$ cat src/rtl/idex_pipe_reg.sv
// ID/EX pipeline register for the pipelined MIPS core. It provides valid tracking, a downstream
// hold, a multi-cycle flush shadow after taken branches/jumps, and load-use bubble insertion.
module idex_pipe_reg #(
  parameter int DATA_W      = 32,
  parameter int REG_AW      = 5,
  parameter int FNCT_W      = 6,
  parameter int WB_W        = 2,
  parameter int MEM_W       = 2,
  parameter int EX_W        = 4,
  parameter int MEM_RD_BIT  = 1,
  parameter int FLUSH_DEPTH = 1
) (
  input  logic              clk,
  input  logic              rst,
  input  logic              in_valid,
  input  logic              stall,
  input  logic              flush,
  input  logic [WB_W-1:0]   wb_in,
  input  logic [MEM_W-1:0]  mem_in,
  input  logic [EX_W-1:0]   ex_in,
  input  logic [FNCT_W-1:0] fnct,
  input  logic [DATA_W-1:0] imm,
  input  logic [REG_AW-1:0] rs_addr,
  input  logic [REG_AW-1:0] rt_addr,
  input  logic [REG_AW-1:0] rd_addr,
  input  logic [DATA_W-1:0] opA,
  input  logic [DATA_W-1:0] opB,
  output logic [WB_W-1:0]   WB,
  output logic [MEM_W-1:0]  MEM,
  output logic [EX_W-1:0]   EX,
  output logic [FNCT_W-1:0] fnct_ex,
  output logic [DATA_W-1:0] imm_ex,
  output logic [REG_AW-1:0] rd_addr_ex,
  output logic [REG_AW-1:0] rt_addr_ex,
  output logic [DATA_W-1:0] opA_ex,
  output logic [DATA_W-1:0] opB_ex,
  output logic              valid_ex,
  output logic              hazard_stall,
  output logic              flush_busy
);

  localparam int CNT_W = $clog2(FLUSH_DEPTH + 1);
  localparam logic [CNT_W-1:0] CNT_RELOAD = CNT_W'(FLUSH_DEPTH - 1);

  logic [WB_W-1:0]   wb_r;
  logic [MEM_W-1:0]  mem_r;
  logic [EX_W-1:0]   ex_r;
  logic [FNCT_W-1:0] fnct_r;
  logic [DATA_W-1:0] imm_r;
  logic [REG_AW-1:0] rd_r;
  logic [REG_AW-1:0] rt_r;
  logic [DATA_W-1:0] opa_r;
  logic [DATA_W-1:0] opb_r;
  logic              valid_r;
  logic [CNT_W-1:0]  cnt_r;

  logic              busy_s;
  logic              hazard_s;
  logic              bubble_s;
  logic              load_s;
  logic [CNT_W-1:0]  cnt_nxt_s;

  assign busy_s = (cnt_r != '0);

  // Load-use detection against the load currently sitting in EX; masked during flush shadow.
  always_comb begin
    hazard_s = 1'b0;
    if (!flush && !busy_s && valid_r && mem_r[MEM_RD_BIT] && in_valid &&
        (rt_r != '0) && ((rt_r == rs_addr) || (rt_r == rt_addr))) begin
      hazard_s = 1'b1;
    end else begin
      hazard_s = 1'b0;
    end
  end

  // Per-edge action select: flush > flush shadow > stall > hazard > load.
  always_comb begin
    bubble_s  = 1'b0;
    load_s    = 1'b0;
    cnt_nxt_s = cnt_r;
    if (flush) begin
      bubble_s  = 1'b1;
      cnt_nxt_s = CNT_RELOAD;
    end else if (busy_s) begin
      if (!stall) begin
        bubble_s  = 1'b1;
        cnt_nxt_s = cnt_r - CNT_W'(1);
      end else begin
        cnt_nxt_s = cnt_r;
      end
    end else if (stall) begin
      cnt_nxt_s = cnt_r;
    end else if (hazard_s) begin
      bubble_s = 1'b1;
    end else begin
      load_s = 1'b1;
    end
  end

  // Flush shadow counter.
  always_ff @(posedge clk) begin
    if (rst) begin
      cnt_r <= '0;
    end else begin
      cnt_r <= cnt_nxt_s;
    end
  end

  // Pipeline fields: a bubble clears everything; an invalid ID slot carries no control.
  always_ff @(posedge clk) begin
    if (rst || bubble_s) begin
      wb_r    <= '0;
      mem_r   <= '0;
      ex_r    <= '0;
      fnct_r  <= '0;
      imm_r   <= '0;
      rd_r    <= '0;
      rt_r    <= '0;
      opa_r   <= '0;
      opb_r   <= '0;
      valid_r <= 1'b0;
    end else if (load_s) begin
      wb_r    <= in_valid ? wb_in  : '0;
      mem_r   <= in_valid ? mem_in : '0;
      ex_r    <= in_valid ? ex_in  : '0;
      fnct_r  <= fnct;
      imm_r   <= imm;
      rd_r    <= rd_addr;
      rt_r    <= rt_addr;
      opa_r   <= opA;
      opb_r   <= opB;
      valid_r <= in_valid;
    end else begin
      valid_r <= valid_r;
    end
  end

  assign WB           = wb_r;
  assign MEM          = mem_r;
  assign EX           = ex_r;
  assign fnct_ex      = fnct_r;
  assign imm_ex       = imm_r;
  assign rd_addr_ex   = rd_r;
  assign rt_addr_ex   = rt_r;
  assign opA_ex       = opa_r;
  assign opB_ex       = opb_r;
  assign valid_ex     = valid_r;
  assign hazard_stall = hazard_s;
  assign flush_busy   = busy_s;

endmodule

$ cat config.mk
export PLATFORM = sky130hd
export DESIGN_NAME = idex_pipe_reg
export DESIGN_NICKNAME = d
export VERILOG_FILES = /design/src/rtl/idex_pipe_reg.sv
export SDC_FILE = /design/constraint.sdc
export NUM_CORES = 1
export LEC_CHECK = 0
export CORE_MARGIN = 4
export CORE_UTILIZATION = 44
export CTS_CLUSTER_DIAMETER = 120
export CTS_CLUSTER_SIZE = 25
export DETAILED_ROUTE_END_ITERATION = 8
export GPL_TIMING_DRIVEN = 0
export PLACE_DENSITY = 0.86
export SLEW_MARGIN = 20
export SYNTH_ARGS = -nofsm -noshare
export SYNTH_HDL_FRONTEND = slang
export SYNTH_SLANG_ARGS = --single-unit
export TNS_END_PERCENT = 5
$ cat constraint.sdc
create_clock -name clk -period 2.4 [get_ports clk]
set_input_delay 0.48 -clock clk [delete_from_list [all_inputs] [get_ports clk]]
set_output_delay 0.48 -clock clk [all_outputs]
set_load 0.05 [all_outputs]
Word level (Yosys, flattened, before mapping)
Index checks and enable logic that the tools add are counted.
{ "totals": {"rom_bits": 0, "n_memories": 0, "output_inout_bits": 123, "latchBits": 0, "ff_bits": 122, "inputBits": 130, "ram_bits": 0} }
{ "classes": {"n_lt_le_gt_ge": 0, "muxes": 14, "bitwise_logic": 1, "n_addsub": 1, "multipliers": 0, "eq_ne": 2, "div": 0, "shifts": 0, "reduce_logical": 12} }
{ "ops": {"columns": ["op", "count"], "rows": [
  ["$mux W1", 11],
  ["$eq A5 B5 Y1", 2],
  ["$logic_and A1 B1 Y1", 6],
  ["$reduce_bool A5 Y1", 1],
  ["$mux W2", 2],
  ["$mux W4", 1],
  ["$reduce_or A3 Y1", 1],
  ["$logic_not A1 Y1", 2],
  ["$logic_or A1 B1 Y1", 2],
  ["$not A1 Y1", 1],
  ["$sub A1 B1 Y1 const B", 1]
]} }

Logic depth before layout (Yosys ltp)
Gate-level depths: netlist of the first run.
{ "logic_depth": {"depth_word": 13, "mapped_depth": 8} }

Worst setup path after synthesis of the first run
Ideal clock, no wire load.
{ "synth_path": {"path_kind": "register -> output", "from": "reg rt_r[4], in the netlist rt_addr_ex[4]", "to": "out hazard_stall", "path_buffers": 1, "path_slack_ps": -198, "stages_incl_launch_ff": 6, "arrival_time_ps": 2118, "t_required_ps": 1920, "cell_sequence": "dfxtp_1 -> xnor2_1 -> nand3_1 -> o22a_1 -> clkbuf_1 -> nor2_1"} }
{ "synth_between": {"elab_chain_cells": 4, "elab_cells_between_ends": 7, "cone_classes": "eq/ne: 2; mux: 1; reduce/logical: 4"} }
{ "synth_rtl": {"columns": ["item", "line_no", "rtl"], "rows": [
  ["from (decl)", "51", "logic [REG_AW-1:0] rt_r;"],
  ["from (signal assigned)", "129", "rt_r <= rt_addr;"],
  ["$eq A5 B5 Y1 or $reduce_bool A5 Y1 (tied branches)", "69", "(rt_r != '0) && ((rt_r == rs_addr) || (rt_r == rt_addr))) begin"],
  ["$logic_or A1 B1 Y1 or $logic_and A1 B1 Y1 (tied branches)", "69, 68", null],
  ["$logic_and A1 B1 Y1 (*)", "69", null],
  ["$mux W1 (*)", "68", "if (!flush && !busy_s && valid_r && mem_r[MEM_RD_BIT] && in_valid &&"],
  ["to (decl)", "38", "output logic hazard_stall,"]
]} }
Every way passes the cells marked *; elsewhere a longest branch is shown, timed or not.

Final worst setup path of the first run
{ "layout_path": {"from": "reg rt_r[0], in the netlist rt_addr_ex[0]", "to": "out hazard_stall"} }
Same word-level chain as after synthesis.

==> results by group, run 1 <==
Pwr
  • PwrDens: 514.1 nW/um^2
  • VDD IR-drop max: around 0.5 mV
  • Leakage power: 3.409 nW
  • Total power: 5.557 mW

Worst setup path
  • Slowest stage delay, CP: 0.58 ns
  • Setup crit end kind: output pin
  • Critical path arrival: between 1.5 and 2 ns
  • Critical path launch point type: flop
  • Crit path kind: flop to output pin
  • Crit Path Max Fanout: 7
  • CP Cell Sequence: or4_4 > o21ai_4 > buf_8 > nor2_4 > buf_6
  • R2R setup slack: 0.12 ns
  • Crit path required time: 1.92 ns
  • Critical path's slowest cell: or4_4

CTS
  • Clk Latency, worst-skew pair: between 0.4 and 0.5 ns
  • CTS clock-pin slew for the worst setup and hold paths: 0.06 ns
  • Clock sink count: 122
  • Root Buffer: clkbuf_16
  • CTS Buffer Depth: 2
  • Cts-stage hold buffer count: 0
  • TritonCTS clock tree: done
  • CTS H-tree lvls: 4
  • Cts bufs inserted: 17

Die
  • Die area: approximately 19,000 um^2
  • Core area: 16,000 um^2
  • Die height: roughly 140 um
  • Site row count: between 40 and 50
  • Starting Density: 45.22%
  • Die Wd: 136.2 um
  • Io pins: 253

Routing
  • WL final: about 27,000 um
  • WL/cell: around 21 um
  • Drt first pass iters: 5
  • Via density: approximately 6.3
  • DRC errors left: 0
  • Antenna-violating nets left: 0
  • Vias: 7,950
  • Iteration-0 DRC Markers: 704

Timing
  • Relative slew slack: between 40% and 50%
  • Worst-case clock skew: about 0.0082 ns
  • Final worst-path cycle share: a little over nine tenths
  • Final Hold Viols: 0
  • Period minus WS final: approximately 2.4 ns
  • Final setup viols: 0
  • Setup tns final: 0 ns
  • Final Slew Violations: 0
  • Worst slew pin tran: a little under 0.8 ns
  • F_max: around 0.42 GHz
  • RSZ-0062 raised after global routing: yes

Logic synthesis
  • Syn nets: 883
  • Mapped Avg Cell Area: 9.609 um^2
  • Count of different cell masters after synthesis: 26
  • Gate count of the mapped netlist: 753
  • Syn Std Cell Area: 7236 um^2
  • Synth area leader: dfxtp_1
  • Syn. warnings: 0
  • Yosys top cell area share: 33.75%
  • Synth area leaders: dfxtp_1 34%, a221oi_2 19%, o211ai_1 12%
  • Yosys reg bits: 122
  • Seq/Total Area, Yosys: 33.75%

Placed design
  • Gpl congestion: approximately 0.88
  • Post-DP Area: 10,020 um^2
  • Final HPWL from detailed placement: 18,660 um
  • PortBufs: approximately 250

Layout
  • Area Growth Syn to Fin: 49.39%
  • Final core utilization: 67.56%
  • Nets: 1,164
  • Layout cells sized above 1: 19.98%
  • Post-route design area: 10,810 um^2

Global route
  • Largest net degree at the start of global routing: 17
  • GRT Util Overall: 27.66%
  • First-pass GRT wire length: 40,800 um
  • Overflow after GRT: 0
  • Antenna violations before repair: 1
  • Vias in the first global route: 7,524

Run
  • # Max-Cap Violations: 0

Run status
  • Outcome: completed

Hold path
  • Classification of the worst-slack hold path: input port to flop
-- layout by cell type (no fill, tap or decap), types with 2 or more instances in the layout --
cell | Yosys | final
clkdlybuf4s50_1 | 0 | 241
nor2b_1 | 121 | 121
a31oi_1 | 119 | 119
dfxtp_1 | 122 | 118
o211ai_1 | 112 | 112
a221oi_2 | 90 | 90
clkbuf_1 | 80 | 56
a221oi_1 | 31 | 31
buf_2 | 26 | 28
clkbuf_2 | 0 | 21
clkbuf_16 | 0 | 17
buf_4 | 1 | 15
buf_6 | 10 | 11
xnor2_1 | 10 | 9
o2111ai_1 | 8 | 8
dlymetal6s2s_1 | 0 | 7
clkinv_2 | 0 | 4
nand3_1 | 3 | 3
nand2_1 | 3 | 3
nor2_4 | 0 | 3
dfxtp_2 | 0 | 3
buf_8 | 0 | 2
or2_2 | 2 | 2
clkbuf_8 | 0 | 2
clkinvlp_4 | 0 | 2
bufinv_16 | 0 | 2
dlygate4sd2_1 | 0 | 2
-- layout make-up --
type                       count  area, um^2
multi-input combinational    511        4284
sequential                   122        2450
antenna                        1       2.502
clock inverter                 8       95.09
inverter                       1       3.754
timing repair buffer         262        2611
fill                        1310        5191
buffer                       119       624.3
tap                          216       270.3
clock buffer                  23       467.9
-- where the power goes --
group / internal (mW) / total, mW / switching [mW]
Combinational: 0.403 / 0.939 / 0.536
Sequential: 2.07 / 2.11 / 0.0360
Clock: 1.57 / 2.51 / 0.944
-- worst max-delay path: cells and delay by family, from the launching register on --
| family | cells | cell delay, ns |
|---|---|---|
| compound gates | 1 | 0.18 |
| buf+inv | 2 | 0.29 |
| flops | 1 | 0.37 |
| simple gates | 2 | 0.61 |
-- per-stage QoR --
stage          setup WS, ns  hold slack, ns  instances
5_1_grt            -0.03844          0.4288       1263
2_1_floorplan       0.01632          0.6027        753
4_1_cts            -0.03321          0.4732       1253
3_5_place_dp        -0.9862          0.4677       1220
6_report            0.04189          0.4236       1263
3_3_place_gp        -0.9865          0.4572       1220
-- cell usage after synthesis --
library cell,instances
xnor2_1,10
o21a_1,1
nand3_1,3
buf_2,26
o2111ai_1,8
buf_1,2
dfxtp_1,122
nand2_1,3
nor2_1,4
clkbuf_1,80
a21o_1,1
buf_4,1
or2_2,2
a221oi_1,31
a31oi_1,119
o22a_1,1
nor2b_1,121
a21oi_1,1
o211ai_1,112
o21ai_1,1
a211oi_1,1
buf_6,10
or4_1,1
o22ai_1,1
inv_1,1
a221oi_2,90
-- cells by family after synthesis --
kind of cell | synth area share (%)
buffers and inverters | 7.764
and+or+nand+nor | 11.31
xor gates and xnor gates | 1.210
DFF | 33.75
AOI/OAI and AO/OA | 45.96
-- path summary, 6_finish.rpt --
check	startpoint	endpoint	depth (start not counted)
max	rt_addr_ex[0]	hazard_stall	5
min	rt_addr[0]	rt_addr_ex[0]	3
max reg2reg	rt_addr_ex[0]	opA_ex[28]	7
min reg2reg	flush_busy	flush_busy	2
-- layer usage --
metal | vias up | global-route usage (%) | part of all wire, %
met5 | - | 0 | 0
met1 | 3855 | 37.07 | 41
met3 | 63 | 5.625 | 7.6
met4 | 0 | 12.60 | 3.5
met2 | 398 | 42.85 | 48
li1 | 3634 | - | -
-- timing repair --
| item | in CTS | in global routing |
|---|---|---|
| buffers inserted | 2 | 9 |
| gates resized for setup | 46 | 37 |
| endpoints found under the setup margin | 122 | 112 |
| pin swaps | 3 | 7 |
-- state kept, by name, summed over array words and instances (netlist names), 2 cells and up --
| signal | cells |
|---|---|
| EX | 4 |
| MEM | 2 |
| WB | 2 |
| fnct_ex | 6 |
| imm_ex | 32 |
| opA_ex | 32 |
| opB_ex | 32 |
| rd_addr_ex | 5 |
| rt_addr_ex | 5 |
(Power assumes the default switching activity.)
==> run 2, diff against run 1 <==
--- a/config.mk
+++ b/config.mk
@@ -12,6 +12,7 @@
 export DETAILED_ROUTE_END_ITERATION = 8
 export GPL_TIMING_DRIVEN = 0
 export PLACE_DENSITY = 0.86
+export SKIP_LAST_GASP = 1
 export SLEW_MARGIN = 20
 export SYNTH_ARGS = -nofsm -noshare
 export SYNTH_HDL_FRONTEND = slang
==> run 2 against run 1 <==
Compared with the run above:
- the flow now finishes with violations (negative setup slack)
- maximum frequency down 2.7%
- clock power about the same
- cell area down 0.89%
- sequential power about the same
- flip-flop and latch count unchanged
- die area unchanged
- power down 0.27%
- sequential share of layout area up 0.17 points
- utilization down 0.60 points
- clock-buffer cell count unchanged
- non-clock buffer count down 7
==> results by group, run 2 (same netlist as run 1, synthesis figures left out) <==
CTS
  • TritonCTS clock tree: done
  • Cts bufs inserted: 17
  • Cts-stage hold buffer count: 0
  • Clock sink count: around 120
  • CTS clock-pin slew for the worst setup and hold paths: 0.06 ns
  • Root Buffer: clkbuf_16
  • Clk Latency, worst-skew pair: 0.41 ns
  • CTS Buffer Depth: 2
  • CTS H-tree lvls: 4

Worst setup path
  • Crit path kind: input port to output pin
  • Critical path's slowest cell: clkdlybuf4s50_1
  • Top delay family on crit path: buffers and inverters
  • Slowest stage delay, CP: roughly 0.43 ns
  • Critical path arrival: 1.94 ns
  • Crit path required time: approximately 1.9 ns
  • Crit Path Max Fanout: 10
  • Critical path launch point type: input port
  • Buf/Inv on CP: 3
  • CP Cell Sequence: clkdlybuf4s50_1 > or2_2 > nor2_1 > o21ai_2 > clkbuf_8 > nor2_4 > buf_6
  • Setup crit end kind: output pin

Layout
  • Commonest non-fill, non-tap cells in the layout: 247 x clkdlybuf4s50_1, 121 x nor2b_1, 119 x dfxtp_1, 119 x a31oi_1, 112 x o211ai_1
  • Sequential Area: 2446 um^2
  • Nets: approximately 1.2k
  • Leading cell type in the layout, fill and taps excluded: clkdlybuf4s50_1
  • Post-route design area: 10,710 um^2
  • Multi-input gate area: 4262 um^2
  • Final core utilization: between 60% and 70%
  • Area Growth Syn to Fin: 48.05%
  • Layout cells sized above 1: between 10% and 20%
  • ANT cells: 0
  • # fillers: between 1k and 1.5k

Routing
  • Antenna-violating nets left: 0
  • Via density: 6.249
  • Drt first pass iters: 5
  • WL final: ~27,000 um
  • Vias: 7,842
  • Iteration-0 DRC Markers: 689
  • DRC errors left: 0
  • WL/cell: 21.24 um

Global route
  • Overflow after GRT: 0
  • Largest net degree at the start of global routing: 17
  • Vias in the first global route: around 7.5k
  • GRT Util Overall: 27.65%
  • Antenna violations before repair: 0
  • First-pass GRT wire length: 40,780 um

Pwr
  • PwrDens: 517.3 nW/um^2
  • Total power: 5.542 mW
  • VDD IR-drop max: 0.4878 mV
  • Leakage power: approximately 3.3 nW

Timing
  • Final Hold Viols: 0
  • RSZ-0062 raised after global routing: yes
  • F_max: 0.4128 GHz
  • Relative slew slack: 48.34%
  • Final setup viols: 1
  • Final worst-path cycle share: 100.9%
  • Setup tns final: -0.02261 ns
  • Worst slew pin tran: ~0.77 ns
  • Final Worst Setup Slack: -0.02261 ns
  • Final Slew Violations: 0
  • Worst-case clock skew: between 0.009 and 0.01 ns
  • Period minus WS final: between 2 and 2.5 ns
  • WHS: 0.4358 ns

Die
  • Io pins: 253
  • Site row count: 46
  • Starting Density: 45.22%
  • Die Wd: 136.2 um
  • Core area: 16,000 um^2
  • Die height: 136.2 um
  • Die area: 18,560 um^2

Placed design
  • Post-DP Area: around 10,000 um^2
  • PortBufs: ~250
  • Final HPWL from detailed placement: 18,660 um
  • Gpl congestion: 0.8825

Hold path
  • Classification of the worst-slack hold path: input port to flop

Run status
  • Outcome: complete, but fails checks
  • Violated checks: negative setup slack

Run
  • # Max-Cap Violations: 0
[run 2: layout make-up]
cell class / count / share of cell area, %
Clock inverter: 8 / 0.8876
Buffer: 119 / 5.828
Inverter: 1 / 0.03504
Sequential cell: 122 / 22.83
Clock buffer: 23 / 4.368
Multi-Input combinational cell: 511 / 39.78
Tap cell: 216 / 2.523
Timing Repair Buffer: 255 / 23.74
[run 2: through the flow]
stage / instances / worst slack [ns]
floorplan: 753 / 0.01632
global placement: 1220 / -0.9865
detailed placement: 1220 / -0.9862
CTS: 1253 / -0.05194
global route: 1255 / -0.07776
finish: 1255 / -0.02261
[run 2: path summary, 6_finish.rpt]
check,end,depth (start not counted),slack [ns],start
max reg2reg,opA_ex[29],7,0.05,rt_addr_ex[0]
min reg2reg,flush_busy,2,0.49,flush_busy
max,hazard_stall,7,-0.02,flush
min,rt_addr_ex[0],3,0.44,rt_addr[0]
[run 2: power breakdown]
part / internal [mW] / leakage (nW) / switching, mW
Clock: 1.57 / 0.273 / 0.933
Sequential: 2.07 / 0.990 / 0.0355
Combinational: 0.401 / 2.05 / 0.533
Total: 4.04 / 3.32 / 1.50
[run 2: per-layer routing]
metal  global-route usage, %  vias up  wire [um]
met1                   37.07     3751      11160
met3                   5.625       72       1958
li1                        -     3612          -
met4                   12.60        0       1021
met5                       0        -          0
met2                   42.82      407      12520
[run 2: what timing repair did]
item / 4_1_cts / 5_1_grt
gates resized for setup: 41 / 31
setup buffers: 2 / 2
pin swaps: 3 / 4
setup endpoints to repair: 122 / 114
hold endpoints to repair: 0 / 0
[run 2: worst register-to-register path, cell delays in order, from the launching register on]
cell and delay, ns:
dfxtp_2 0.37, or4_4 0.56, o21ai_2 0.20, buf_4 0.16, buf_2 0.29, buf_2 0.29
o211ai_1 0.14, a221oi_2 0.24
==> run 3, diff against run 2 <==
==> constraint.sdc (replaced) <==
create_clock -name clk -period 2.4 [get_ports clk]
set_input_delay 0.48 -clock clk [delete_from_list [all_inputs] [get_ports clk]]
set_output_delay 0.48 -clock clk [all_outputs]
set_load 0.02 [all_outputs]
==> run 3 against run 2 <==
Compared with the run above:
- the run still ends with negative setup slack left
- critical path depth stayed put
- combinational power is 10% lower
- non-clock buffer count is 2 higher
- highest routed layer unchanged
- maximum frequency is 0.84% higher
- flip-flop and latch count stayed put
- clock-buffer cell count is 1 higher
- utilization is 0.65 points higher
==> results by group, run 3 (same netlist as run 1, synthesis figures left out) <==
Global route
  • Largest net degree at the start of global routing: 17
  • Antenna violations before repair: 0
  • First-pass GRT wire length: 40,140 um
  • Overflow after GRT: 0
  • GRT Util Overall: 27.03%
  • Vias in the first global route: between 7k and 8k

Timing
  • Worst slew pin tran: 0.7347 ns
  • Worst-case clock skew: 0.008563 ns
  • Final Worst Setup Slack: -0.002456 ns
  • Final Hold Viols: 0
  • Period minus WS final: about 2.4 ns
  • RSZ-0062 raised after global routing: yes
  • Final setup viols: 1
  • Relative slew slack: between 50 and 60%
  • Final worst-path cycle share: 100.1%
  • Setup tns final: -0.002456 ns
  • Final Slew Violations: 0
  • F_max: 0.4162 GHz

Die
  • Die height: 136.2 um
  • Die area: 18,560 um^2
  • Die Wd: 136.2 um
  • Core area: 16,000 um^2
  • Starting Density: a little under half
  • Io pins: around 250
  • Site row count: between 40 and 50

Hold path
  • Hold endpoint: rt_addr_ex[0]
  • Classification of the worst-slack hold path: input port to flop
  • Hold depth: 3
  • Hold Startpoint: rt_addr[0]

Pwr
  • PwrDens: 526.5 nW/um^2
  • Leakage power: 3.391 nW
  • VDD IR-drop max: ~0.48 mV
  • Total power: 5.694 mW

Layout
  • Final core utilization: 67.60%
  • Commonest non-fill, non-tap cells in the layout: 246 x clkdlybuf4s50_1, 121 x nor2b_1, 119 x dfxtp_1, 119 x a31oi_1, 112 x o211ai_1
  • Area Growth Syn to Fin: 49.49%
  • Layout cells sized above 1: 19.77%
  • # fillers: between 1k and 1.5k
  • Nets: 1,159
  • Leading cell type in the layout, fill and taps excluded: clkdlybuf4s50_1
  • ANT cells: 0
  • Final Non-Filler Cells: 1,258

Routing
  • WL final: 26,060 um
  • Via density: 6.236
  • Antenna-violating nets left: 0
  • Drt first pass iters: 6
  • Iteration-0 DRC Markers: 769
  • Vias: 7,845
  • WL/cell: 20.71 um
  • DRC errors left: 0

Placed design
  • Inst Count DP: 1,220
  • PortBufs: 251
  • Final HPWL from detailed placement: 18,240 um
  • Pre-CTS setup slack: -1.052 ns
  • Gpl congestion: 0.8904

Worst setup path
  • Crit path kind: input port to output pin
  • Start point of the critical path: flush
  • Setup crit end kind: output pin
  • R2R setup slack: 0.11 ns
  • Critical path launch point type: input port
  • Worst R2R Path Depth: 7
  • RR Startpoint: rt_addr_ex[2]
  • Crit Path Max Fanout: 10
  • Critical path arrival: 1.92 ns
  • Worst r2r dst: imm_ex[14]
  • Crit path required time: 1.92 ns

CTS
  • Cts-stage hold buffer count: 0
  • Clock sink count: 122
  • Root Buffer: clkbuf_16
  • CTS H-tree lvls: 4
  • Clk Latency, worst-skew pair: about 0.42 ns
  • CTS clock-pin slew for the worst setup and hold paths: ~0.05 ns
  • CTS Buffer Depth: 2
  • TritonCTS clock tree: done
  • Cts bufs inserted: 17

Run status
  • Outcome: complete, but fails checks
  • Violated checks: negative setup slack

Run
  • # Max-Cap Violations: 0
[run 3: worst max-delay path by stage]
stage,to,slack [ns]
final,hazard_stall,-0.002
after global routing,hazard_stall,-0.05
after global placement,imm_ex[5],-1.06
after CTS,hazard_stall,-0.03
after detailed placement,opB_ex[30],-1.05
after floorplan,hazard_stall,0.30
[run 3: layout make-up]
type,instances,area (um^2),share of cell area (%)
buffer,119,626.9,5.795
clock inverter,8,140.1,1.296
tap,216,270.3,2.499
multi-input combinational,511,4284,39.61
clock buffer,24,481.7,4.453
sequential,122,2449,22.64
timing repair buffer,257,2561,23.68
inverter,1,3.754,0.03470
[run 3: where the power goes]
group / internal (mW) / switching [mW]
sequential: 2.07 / 0.0351
clock: 1.81 / 0.936
combinational: 0.405 / 0.435
[run 3: through the flow]
stage,hold slack [ns],cell area [um^2]
after CTS,0.4367,10730
after detailed placement,0.4707,10020
after floorplan,0.5245,7236
final,0.4256,10820
after global placement,0.4490,10020
after global routing,0.4437,10820
[run 3: what timing repair did]
action                     CTS  global route
buffers inserted             3             3
setup endpoints to repair  122           113
resized for setup           43            37
pin swaps                    3             4
[run 3: critical path: stages]
cell and delay [ns]:
clkdlybuf4s50_1 0.43, or2_2 0.35, nor2_2 0.20, o21ai_4 0.10
buf_8 0.14, nor2_1 0.08, buf_4 0.14
[run 3: metal layers]
metal,GRT usage (%),part of all wire (%),vias to the layer above
met5,0,0,-
met4,14.78,5.4,0
met3,5.625,7.0,95
met2,40.70,46,394
met1,36.15,41,3744
li1,-,-,3612
